<file path="config.mk">
export PLATFORM = sky130hd
export DESIGN_NAME = pc_fetch_flat
export DESIGN_NICKNAME = d
export VERILOG_FILES = /design/src/rtl/pc_fetch_pkg.sv /design/src/rtl/pc_fetch_if.sv /design/src/rtl/pc_fetch_next_pc_sel.sv /design/src/rtl/pc_fetch.sv /design/src/flat_wrapper.sv
export SDC_FILE = /design/constraint.sdc
export NUM_CORES = 1
export LEC_CHECK = 0
export CAP_MARGIN = 20
export CORE_MARGIN = 3
export CORE_UTILIZATION = 52
export DETAILED_ROUTE_END_ITERATION = 6
export HOLD_SLACK_MARGIN = 0.12
export PLACE_DENSITY = 0.95
export SLEW_MARGIN = 10
export SYNTH_ARGS = -nofsm -noshare
export SYNTH_HDL_FRONTEND = slang
export SYNTH_SLANG_ARGS = --single-unit
export TNS_END_PERCENT = 10
</file>
<file path="constraint.sdc">
create_clock -name clk -period 5 [get_ports clk]
set_clock_uncertainty 0.2 [all_clocks]
set_input_delay 0.5 -clock clk [delete_from_list [all_inputs] [get_ports clk]]
set_output_delay 0.5 -clock clk [all_outputs]
set_load 0.02 [all_outputs]
</file>
<file path="src/rtl/pc_fetch_pkg.sv">
// Shared types and constants for the fetch stage: FSM encoding, the
// reset-time instruction and the default boot address.
package pc_fetch_pkg;

    typedef enum logic [1:0] {
        FETCH = 2'd0,
        HOLD  = 2'd1,
        HALT  = 2'd2
    } fetch_state_e;

    localparam logic [31:0] NOP_INSTR        = 32'h0000_0013;
    localparam logic [31:0] DEFAULT_RESET_PC = 32'h0000_0000;

endpackage

</file>
<file path="src/rtl/pc_fetch_if.sv">
// Instruction-memory read channel: the fetch stage is the master, the
// memory (with optional wait states) is the slave.
interface pc_fetch_if #(
    parameter int XLEN = 32
);
    logic            imem_req;
    logic [XLEN-1:0] imem_addr;
    logic            imem_ready;
    logic [31:0]     imem_rdata;

    modport master (output imem_req, imem_addr, input imem_ready, imem_rdata);
    modport slave  (input imem_req, imem_addr, output imem_ready, imem_rdata);
endinterface

</file>
<file path="src/rtl/pc_fetch_next_pc_sel.sv">
// Combinational next-PC mux: JALR beats PC-relative branch beats
// sequential fall-through; also flags targets that are not word aligned.
module pc_fetch_next_pc_sel #(
    parameter int XLEN = 32
) (
    input  logic [XLEN-1:0] pc,
    input  logic [XLEN-1:0] imm,
    input  logic [XLEN-1:0] rs1_val,
    input  logic            br_taken,
    input  logic            jalr,
    output logic [XLEN-1:0] next_pc,
    output logic            misaligned
);
    logic [XLEN-1:0] jalr_sum;

    always_comb begin
        jalr_sum = rs1_val + imm;
        if (jalr) begin
            // JALR drops bit 0 of the sum before use
            next_pc = {jalr_sum[XLEN-1:1], 1'b0};
        end else if (br_taken) begin
            next_pc = pc + imm;
        end else begin
            next_pc = pc + XLEN'(4);
        end
        misaligned = (next_pc[1:0] != 2'b00);
    end

endmodule

</file>
<file path="src/rtl/pc_fetch.sv">
// RISC-V fetch stage: PC register, instruction-memory handshake, held
// instruction for decode, retired-instruction counter and misalign trap.
module pc_fetch
    import pc_fetch_pkg::*;
#(
    parameter logic [31:0] RESET_PC = DEFAULT_RESET_PC,
    parameter int          XLEN     = 32
) (
    input  logic            clk,
    input  logic            rst,
    pc_fetch_if.master      imem,
    output logic [31:0]     instr,
    output logic            instr_valid,
    input  logic            instr_ack,
    output logic [XLEN-1:0] pc_out,
    output logic [XLEN-1:0] pc_plus4,
    input  logic [XLEN-1:0] imm,
    input  logic [XLEN-1:0] rs1_val,
    input  logic            br_taken,
    input  logic            jalr,
    output logic            fetch_err,
    output logic [31:0]     instret
);
    fetch_state_e    state_q, state_d;
    logic [XLEN-1:0] pc_q, pc_d;
    logic [31:0]     instr_q, instr_d;
    logic            valid_q, valid_d;
    logic            err_q, err_d;
    logic [31:0]     instret_q, instret_d;
    logic [XLEN-1:0] next_pc;
    logic            next_misaligned;

    pc_fetch_next_pc_sel #(.XLEN(XLEN)) u_next_pc_sel (
        .pc         (pc_q),
        .imm        (imm),
        .rs1_val    (rs1_val),
        .br_taken   (br_taken),
        .jalr       (jalr),
        .next_pc    (next_pc),
        .misaligned (next_misaligned)
    );

    always_comb begin
        state_d   = state_q;
        pc_d      = pc_q;
        instr_d   = instr_q;
        valid_d   = valid_q;
        err_d     = err_q;
        instret_d = instret_q;
        case (state_q)
            FETCH: begin
                if (imem.imem_ready) begin
                    instr_d = imem.imem_rdata;
                    valid_d = 1'b1;
                    state_d = HOLD;
                end
            end
            HOLD: begin
                if (instr_ack) begin
                    valid_d = 1'b0;
                    // a bad target traps with the PC left on the jumping instruction
                    if (next_misaligned) begin
                        err_d   = 1'b1;
                        state_d = HALT;
                    end else begin
                        pc_d      = next_pc;
                        instret_d = instret_q + 32'd1;
                        state_d   = FETCH;
                    end
                end
            end
            HALT: begin
                valid_d = 1'b0;
                err_d   = 1'b1;
            end
            default: state_d = FETCH;
        endcase
    end

    always_ff @(posedge clk or posedge rst) begin
        if (rst) begin
            state_q   <= FETCH;
            pc_q      <= XLEN'(RESET_PC);
            instr_q   <= NOP_INSTR;
            valid_q   <= 1'b0;
            err_q     <= 1'b0;
            instret_q <= 32'd0;
        end else begin
            state_q   <= state_d;
            pc_q      <= pc_d;
            instr_q   <= instr_d;
            valid_q   <= valid_d;
            err_q     <= err_d;
            instret_q <= instret_d;
        end
    end

    // rst gates the request directly so it drops mid-cycle on an async reset
    assign imem.imem_req  = (state_q == FETCH) && !rst;
    assign imem.imem_addr = pc_q;
    assign instr          = instr_q;
    assign instr_valid    = valid_q;
    assign pc_out         = pc_q;
    assign pc_plus4       = pc_q + XLEN'(4);
    assign fetch_err      = err_q;
    assign instret        = instret_q;

endmodule

</file>
<file path="src/flat_wrapper.sv">
// flat-port wrapper written by rule: the top's interface ports become plain ports
module pc_fetch_flat import pc_fetch_pkg::*;
#(
    parameter logic [31:0] RESET_PC = DEFAULT_RESET_PC,
    parameter int          XLEN     = 32
)
  (clk, rst, instr, instr_valid, instr_ack, pc_out, pc_plus4, imm, rs1_val, br_taken, jalr, fetch_err, instret, imem_imem_req, imem_imem_addr, imem_imem_ready, imem_imem_rdata);
  pc_fetch_if #(.XLEN(XLEN)) imem_i ();
  input  logic clk;
  input  logic rst;
  output logic [31:0] instr;
  output logic instr_valid;
  input  logic instr_ack;
  output logic [XLEN-1:0] pc_out;
  output logic [XLEN-1:0] pc_plus4;
  input  logic [XLEN-1:0] imm;
  input  logic [XLEN-1:0] rs1_val;
  input  logic br_taken;
  input  logic jalr;
  output logic fetch_err;
  output logic [31:0] instret;
  output wire logic [$bits(imem_i.imem_req)-1:0] imem_imem_req;
  output wire logic [$bits(imem_i.imem_addr)-1:0] imem_imem_addr;
  input wire logic [$bits(imem_i.imem_ready)-1:0] imem_imem_ready;
  input wire logic [$bits(imem_i.imem_rdata)-1:0] imem_imem_rdata;
  assign imem_imem_req = imem_i.imem_req;
  assign imem_imem_addr = imem_i.imem_addr;
  assign imem_i.imem_ready = imem_imem_ready;
  assign imem_i.imem_rdata = imem_imem_rdata;
  pc_fetch #(.RESET_PC(RESET_PC), .XLEN(XLEN)) u_core (.clk(clk), .rst(rst), .imem(imem_i), .instr(instr), .instr_valid(instr_valid), .instr_ack(instr_ack), .pc_out(pc_out), .pc_plus4(pc_plus4), .imm(imm), .rs1_val(rs1_val), .br_taken(br_taken), .jalr(jalr), .fetch_err(fetch_err), .instret(instret));
endmodule
</file>
After elaboration in Yosys (flattened, before gate mapping)
Index checks and enable logic that the tools add are counted.
{"block": "word_totals", "register_bits": 100, "inputBits": 102, "output_inout_bits": 163}
{"block": "op_classes", "n_addsub": 4, "eq_ne": 5, "n_mux": 12, "bitwise": 2, "n_reduce_logical": 11}
{"op": "$add 32x32->32", "count": 2}
{"op": "$mux 32", "count": 2}
{"op": "$add 32x1->32 const B", "count": 1}
{"op": "$add 32x3->32 const B", "count": 1}
{"op": "$reduce_and 3->1", "count": 4}
{"op": "$mux 2", "count": 3}
{"op": "$pmux 2 s3", "count": 1}
{"op": "$mux 1", "count": 4}
{"op": "$ne 2x2->1 const B", "count": 2}
{"op": "$reduce_bool 2->1", "count": 2}
{"op": "$pmux 1 s3", "count": 1}
{"op": "$reduce_bool 3->1", "count": 1}
{"op": "$eq 2x1->1 const B", "count": 1}
{"op": "$eq 2x2->1 const B", "count": 1}
{"op": "$logic_not 2->1", "count": 1}
{"op": "$ne 2x1->1 const B", "count": 1}
{"op": "$not 1->1", "count": 2}
{"op": "$pmux 1 s2", "count": 1}
{"op": "$reduce_and 2->1", "count": 1}
{"op": "$logic_and 1x1->1", "count": 1}
{"op": "$logic_not 1->1", "count": 1}

Depth between registers and ports, before layout
{"block": "depth", "depth_word": 7, "ltp_mapped": 11, "ltp_nobuf": 11}

Modules after synthesis
From an unflattened synthesis, not the netlist that was laid out.
{"block": "hier_totals", "hier_cells": 1095, "hier_area_um2": 9213.8}
{"module": "pc_fetch", "instances": 1, "cells_each": 472, "area_each_um2": 4954.8, "seq_area_each_um2": 2506.2}
{"module": "pc_fetch_next_pc_sel", "instances": 1, "cells_each": 623, "area_each_um2": 4259.1, "seq_area_each_um2": 0.0}

Worst setup path after synthesis
No wires, ideal clock.
{"block": "synth_timing", "kind": "flip-flop to flip-flop", "from": "reg u_core.pc_q[0], in the netlist u_core.imem.imem_addr[0]", "to": "reg u_core.pc_q[30], in the netlist u_core.imem.imem_addr[30]", "setup_time_ns": 0.087, "arrival_time_ns": 3.141, "t_required_ns": 4.713, "path_slack_ns": 1.572, "stages_incl_launch_ff": 12, "n_path_buf": 0, "period_less_slack_ns": 3.428, "cell_sequence": "dfrtp_1 -> ha_1 -> fa_1 -> a211oi_2 -> o21ai_2 -> a2111oi_4 -> nor4_2 -> o31ai_4 -> o21ai_2 -> o311ai_2 -> mux2_4 -> a211oi_2"}
{"block": "synth_via", "elab_chain_len": 6, "word_cells_on_any_way": 7, "cone_classes": "add/sub: 2; mux: 2; bitwise: 1; reduce/logical: 2"}
{"element": "from (decl)", "line": "pc_fetch.sv:25", "text": "logic [XLEN-1:0] pc_q, pc_d;"}
{"element": "from (signal assigned)", "line": "pc_fetch.sv:83", "text": "pc_q <= XLEN'(RESET_PC);"}
{"element": "from (signal assigned)", "line": "pc_fetch.sv:90", "text": "pc_q <= pc_d;"}
{"element": "$add 32x3->32 / $add 32x32->32 (equally long branches)", "line": "pc_fetch_next_pc_sel.sv:24, pc_fetch_next_pc_sel.sv:22"}
{"element": "$mux 32 *", "line": "pc_fetch_next_pc_sel.sv:21", "text": "end else if (br_taken) begin"}
{"element": "$mux 32 *", "line": "pc_fetch_next_pc_sel.sv:18", "text": "if (jalr) begin"}
{"element": "$reduce_bool 2->1", "line": "pc_fetch_next_pc_sel.sv:26", "text": "misaligned = (next_pc[1:0] != 2'b00);"}
{"element": "$not 1->1 (no line)"}
{"element": "$reduce_and 3->1 (no line)"}
Every way passes the cells marked *; elsewhere a longest branch is shown, timed or not.
A chain may end at the register's enable or synchronous reset.

Worst setup path in the final report
{"block": "layout_timing", "from": "reg u_core.pc_q[8], in the netlist u_core.imem.imem_addr[8]", "to": "out pc_plus4[28]"}
{"block": "layout_via", "elab_chain_len": 1}
{"element": "$add 32x3->32", "line": "pc_fetch.sv:104", "text": "assign pc_plus4 = pc_q + XLEN'(4);"}
{"element": "to (decl)", "line": "flat_wrapper.sv:15", "text": "output logic [XLEN-1:0] pc_plus4;"}
Every way passes these cells.

==> run metrics <==
Final Hold Viols=0; Netlist Area Pre-Place=8459 um^2; worst r2r src=u_core.imem.imem_addr[0]$_DFFE_PP0P_; Synth area leader=dfrtp_1; count leader, synth=dfrtp_1; Fin Setup TNS=0 ns; Vias=8653; worst r2r dst=u_core.instret[26]$_DFFE_PP0P_; Total GRT Usage=0.2959; CTS tree=built; Core ar.=15540 um^2; total setup buffers inserted after CTS=0; Least-Margin Pin Slew=0.9525 ns; clk_lat worst skew=0.34 ns; final period utilization=0.8074; Clk Tree Root Cell=clkbuf_16; post-synth net total=1134; total of max-cap violations=0; Crit-path slowest cell=nor3_1; maximum fanout along the worst path=9; post_cts resized=0; Final Cell Area=11370 um^2; Max IR drop VDD=0.2423 mV; largest net degree at the start of global routing=75; worst hold path type=flip-flop to flip-flop; Clock Sinks=100; Syn Inst Count=963; Async SR Flop Fraction=1.000; Routed WL=27470 um; P_leak=4.803 nW; met2 Use GR=0.5130; Initial Util=0.5444; first drt pass iteration count=6; synth unique cells=74; met1 Resource Use GR=0.3619; critical path arrival=3.34 ns; grt total ovfl=0; Max stage delay on crit path=0.71 ns; Cell Rows=45; Port Buf Inserts=264; top post-synthesis cells by count=97 x dfrtp_1, 87 x nor2_1, 83 x nand2_1; Syn-to-layout area delta=34.45%; DP Wirelength=21660 um; first-pass GRT wire length=43260 um; Worst Reg-to-Reg Cells=12; top flip-flop cell by instance count after synthesis=dfrtp_1; pwr/cell area=534.0 nW/um^2; Clk pin slew, worst setup/hold paths=0.08 ns; EDFF count, synth=0; hold-fix buffers at CTS=0; critical path required time=4.30 ns; Fillers=1106; Residual DRC=0; Hold EP=u_core.fetch_err$_DFFE_PP0P_; hold depth=1; H-tree Lvls=3; Synth area leaders=dfrtp_1 29%, ha_1 9.9%, xnor2_1 6.9%; post-placement cell area=11080 um^2; hold path startpoint=u_core.fetch_err$_DFFE_PP0P_; nets@finish=1356; Die Wd=133.5 um; height of the die=133.5 um; max-slew violations=0; headroom to the max-slew limit=0.3650; vias in the first global route=8487; kind of critical path=flip-flop to output port; cts bufs inserted=9; crit path time final=4.037 ns; met3 usage=0.05929; Max Root-Sink Buffers=2; CP Cell Sequence=and4_1 -> nand4_1 -> nor3_1 -> nand3_1 -> xnor2_1 -> clkdlybuf4s50_1; R2R Setup Slk=1.32 ns; GR peak layer=met2; initial antenna violation count=0; top-area cell type share of the netlist area=0.2869; element type at the critical path start=flip-flop; GP Congestion=1.034; Syn. warnings=0; Seq/Total Area, Yosys=0.2963; Antenna diodes=0; synthesized flop and latch total=100; RSZ-0062 raised after global routing=false; syn_area_per_cell=8.784 um^2; ratio of cells with drive above 1 in the final layout=0.07395; 1st-iter DRT viols=1068; Post-DRT Antenna Nets=0; max frequency=247.7 MHz; io pins=265; die area=17830 um^2; post-DR vias/cell=6.176; WL/cell=19.61 um; CP endpoint kind=output port; Final setup viols=0; outcome=finished clean
worst max-delay path: cells and delay by family, from the launching register on:
kind / cells / cell delay, ns
xor+xnor: 1 / 0.31
flops: 1 / 0.56
simple gates: 4 / 1.44
buf+inv: 1 / 0.67
cell usage in the layout (no fill, tap or decap), types with 6 or more instances in the layout:
cell / synthesis / routed
a211o_1: 6 / 6
nand3_1: 39 / 39
and2_1: 8 / 8
nand2_1: 83 / 83
mux2_2: 33 / 33
nor2b_1: 11 / 11
dfrtp_1: 97 / 97
a211oi_1: 18 / 18
and3_1: 14 / 14
o21ai_0: 44 / 44
a31oi_1: 9 / 9
o211ai_1: 9 / 9
a21oi_1: 75 / 75
inv_1: 15 / 14
nand2b_1: 7 / 7
nor3_1: 14 / 14
buf_4: 34 / 6
nor2_1: 87 / 87
ha_1: 67 / 67
o31ai_1: 9 / 9
a21o_1: 26 / 26
clkbuf_16: 0 / 9
xor2_1: 45 / 45
xnor2_1: 67 / 67
clkdlybuf4s50_1: 0 / 264
a22oi_1: 6 / 6
nand4_1: 20 / 20
metal layers:
| metal | part of all wire | vias up |
|---|---|---|
| met5 | 0 | - |
| met1 | 0.38 | 4020 |
| met4 | 0.034 | 0 |
| li1 | - | 3940 |
| met3 | 0.11 | 86 |
| met2 | 0.48 | 607 |
flip-flops by register name (all words and copies together), names as in the netlist:
register	count
u_core.fetch_err	1
u_core.instret	32
u_core.instr	32
u_core.state_q	2
u_core.imem.imem_addr	32
u_core.instr_valid	1
worst max-delay path by stage:
stage                                            endpoint  cells past startpoint                            startpoint  slack [ns]
floorplan           u_core.imem.imem_addr[30]$_DFFE_PP0P_                     11  u_core.imem.imem_addr[0]$_DFFE_PP0P_        1.57
global placement    u_core.imem.imem_addr[30]$_DFFE_PP0P_                     12                                imm[0]        0.99
detailed placement         u_core.instret[28]$_DFFE_PP0P_                     13                                imm[0]        0.90
CTS                                          pc_plus4[28]                      6  u_core.imem.imem_addr[8]$_DFFE_PP0P_        1.06
global route                                 pc_plus4[28]                      6  u_core.imem.imem_addr[8]$_DFFE_PP0P_        0.79
finish                                       pc_plus4[28]                      6  u_core.imem.imem_addr[8]$_DFFE_PP0P_        0.96
per-stage QoR:
stage	setup WS (ns)	instances	power, mW	hold WS [ns]	util
CTS	1.062	1401	6.040	0.2962	0.7319
global placement	0.9864	1385	5.216	0.2619	0.7130
detailed placement	0.8955	1385	5.335	0.2792	0.7130
global route	0.7883	1401	6.392	0.3147	0.7319
floorplan	1.572	963	3.856	0.3312	-
finish	0.9632	1401	6.074	0.2962	0.7319
cell type report:
| type | count | area, um^2 | area share |
|---|---|---|---|
| clock buffers | 10 | 239.0 | 0.02101 |
| clock inverters | 6 | 53.80 | 0.004730 |
| inverters | 16 | 62.56 | 0.005501 |
| multi-input cells | 788 | 5560 | 0.4889 |
| flip-flops and latches | 100 | 2506 | 0.2204 |
| well taps | 211 | 264.0 | 0.02321 |
| repair buffers | 270 | 2688 | 0.2363 |
power by group:
part           switching, mW  internal, mW  total (mW)
registers              0.420          1.09        1.51
logic                   2.07          1.80        3.87
clock network          0.333         0.362       0.695
total                   2.82          3.25        6.07
cell families (layout without fill, tap and decap cells):
group                    Yosys count  in the layout  share of synthesized area
adder cells (fa/ha/maj)           69             69                     0.1038
buffers and inverters             75            302                    0.04851
multiplexers                      39             39                    0.05162
flip-flops                       100            100                     0.2963
AND/OR/NAND/NOR                  311            311                     0.1788
AO/OA/AOI/OAI                    257            257                     0.2050
XOR/XNOR                         112            112                     0.1160
No activity file was read; power rests on OpenSTA's default activity.
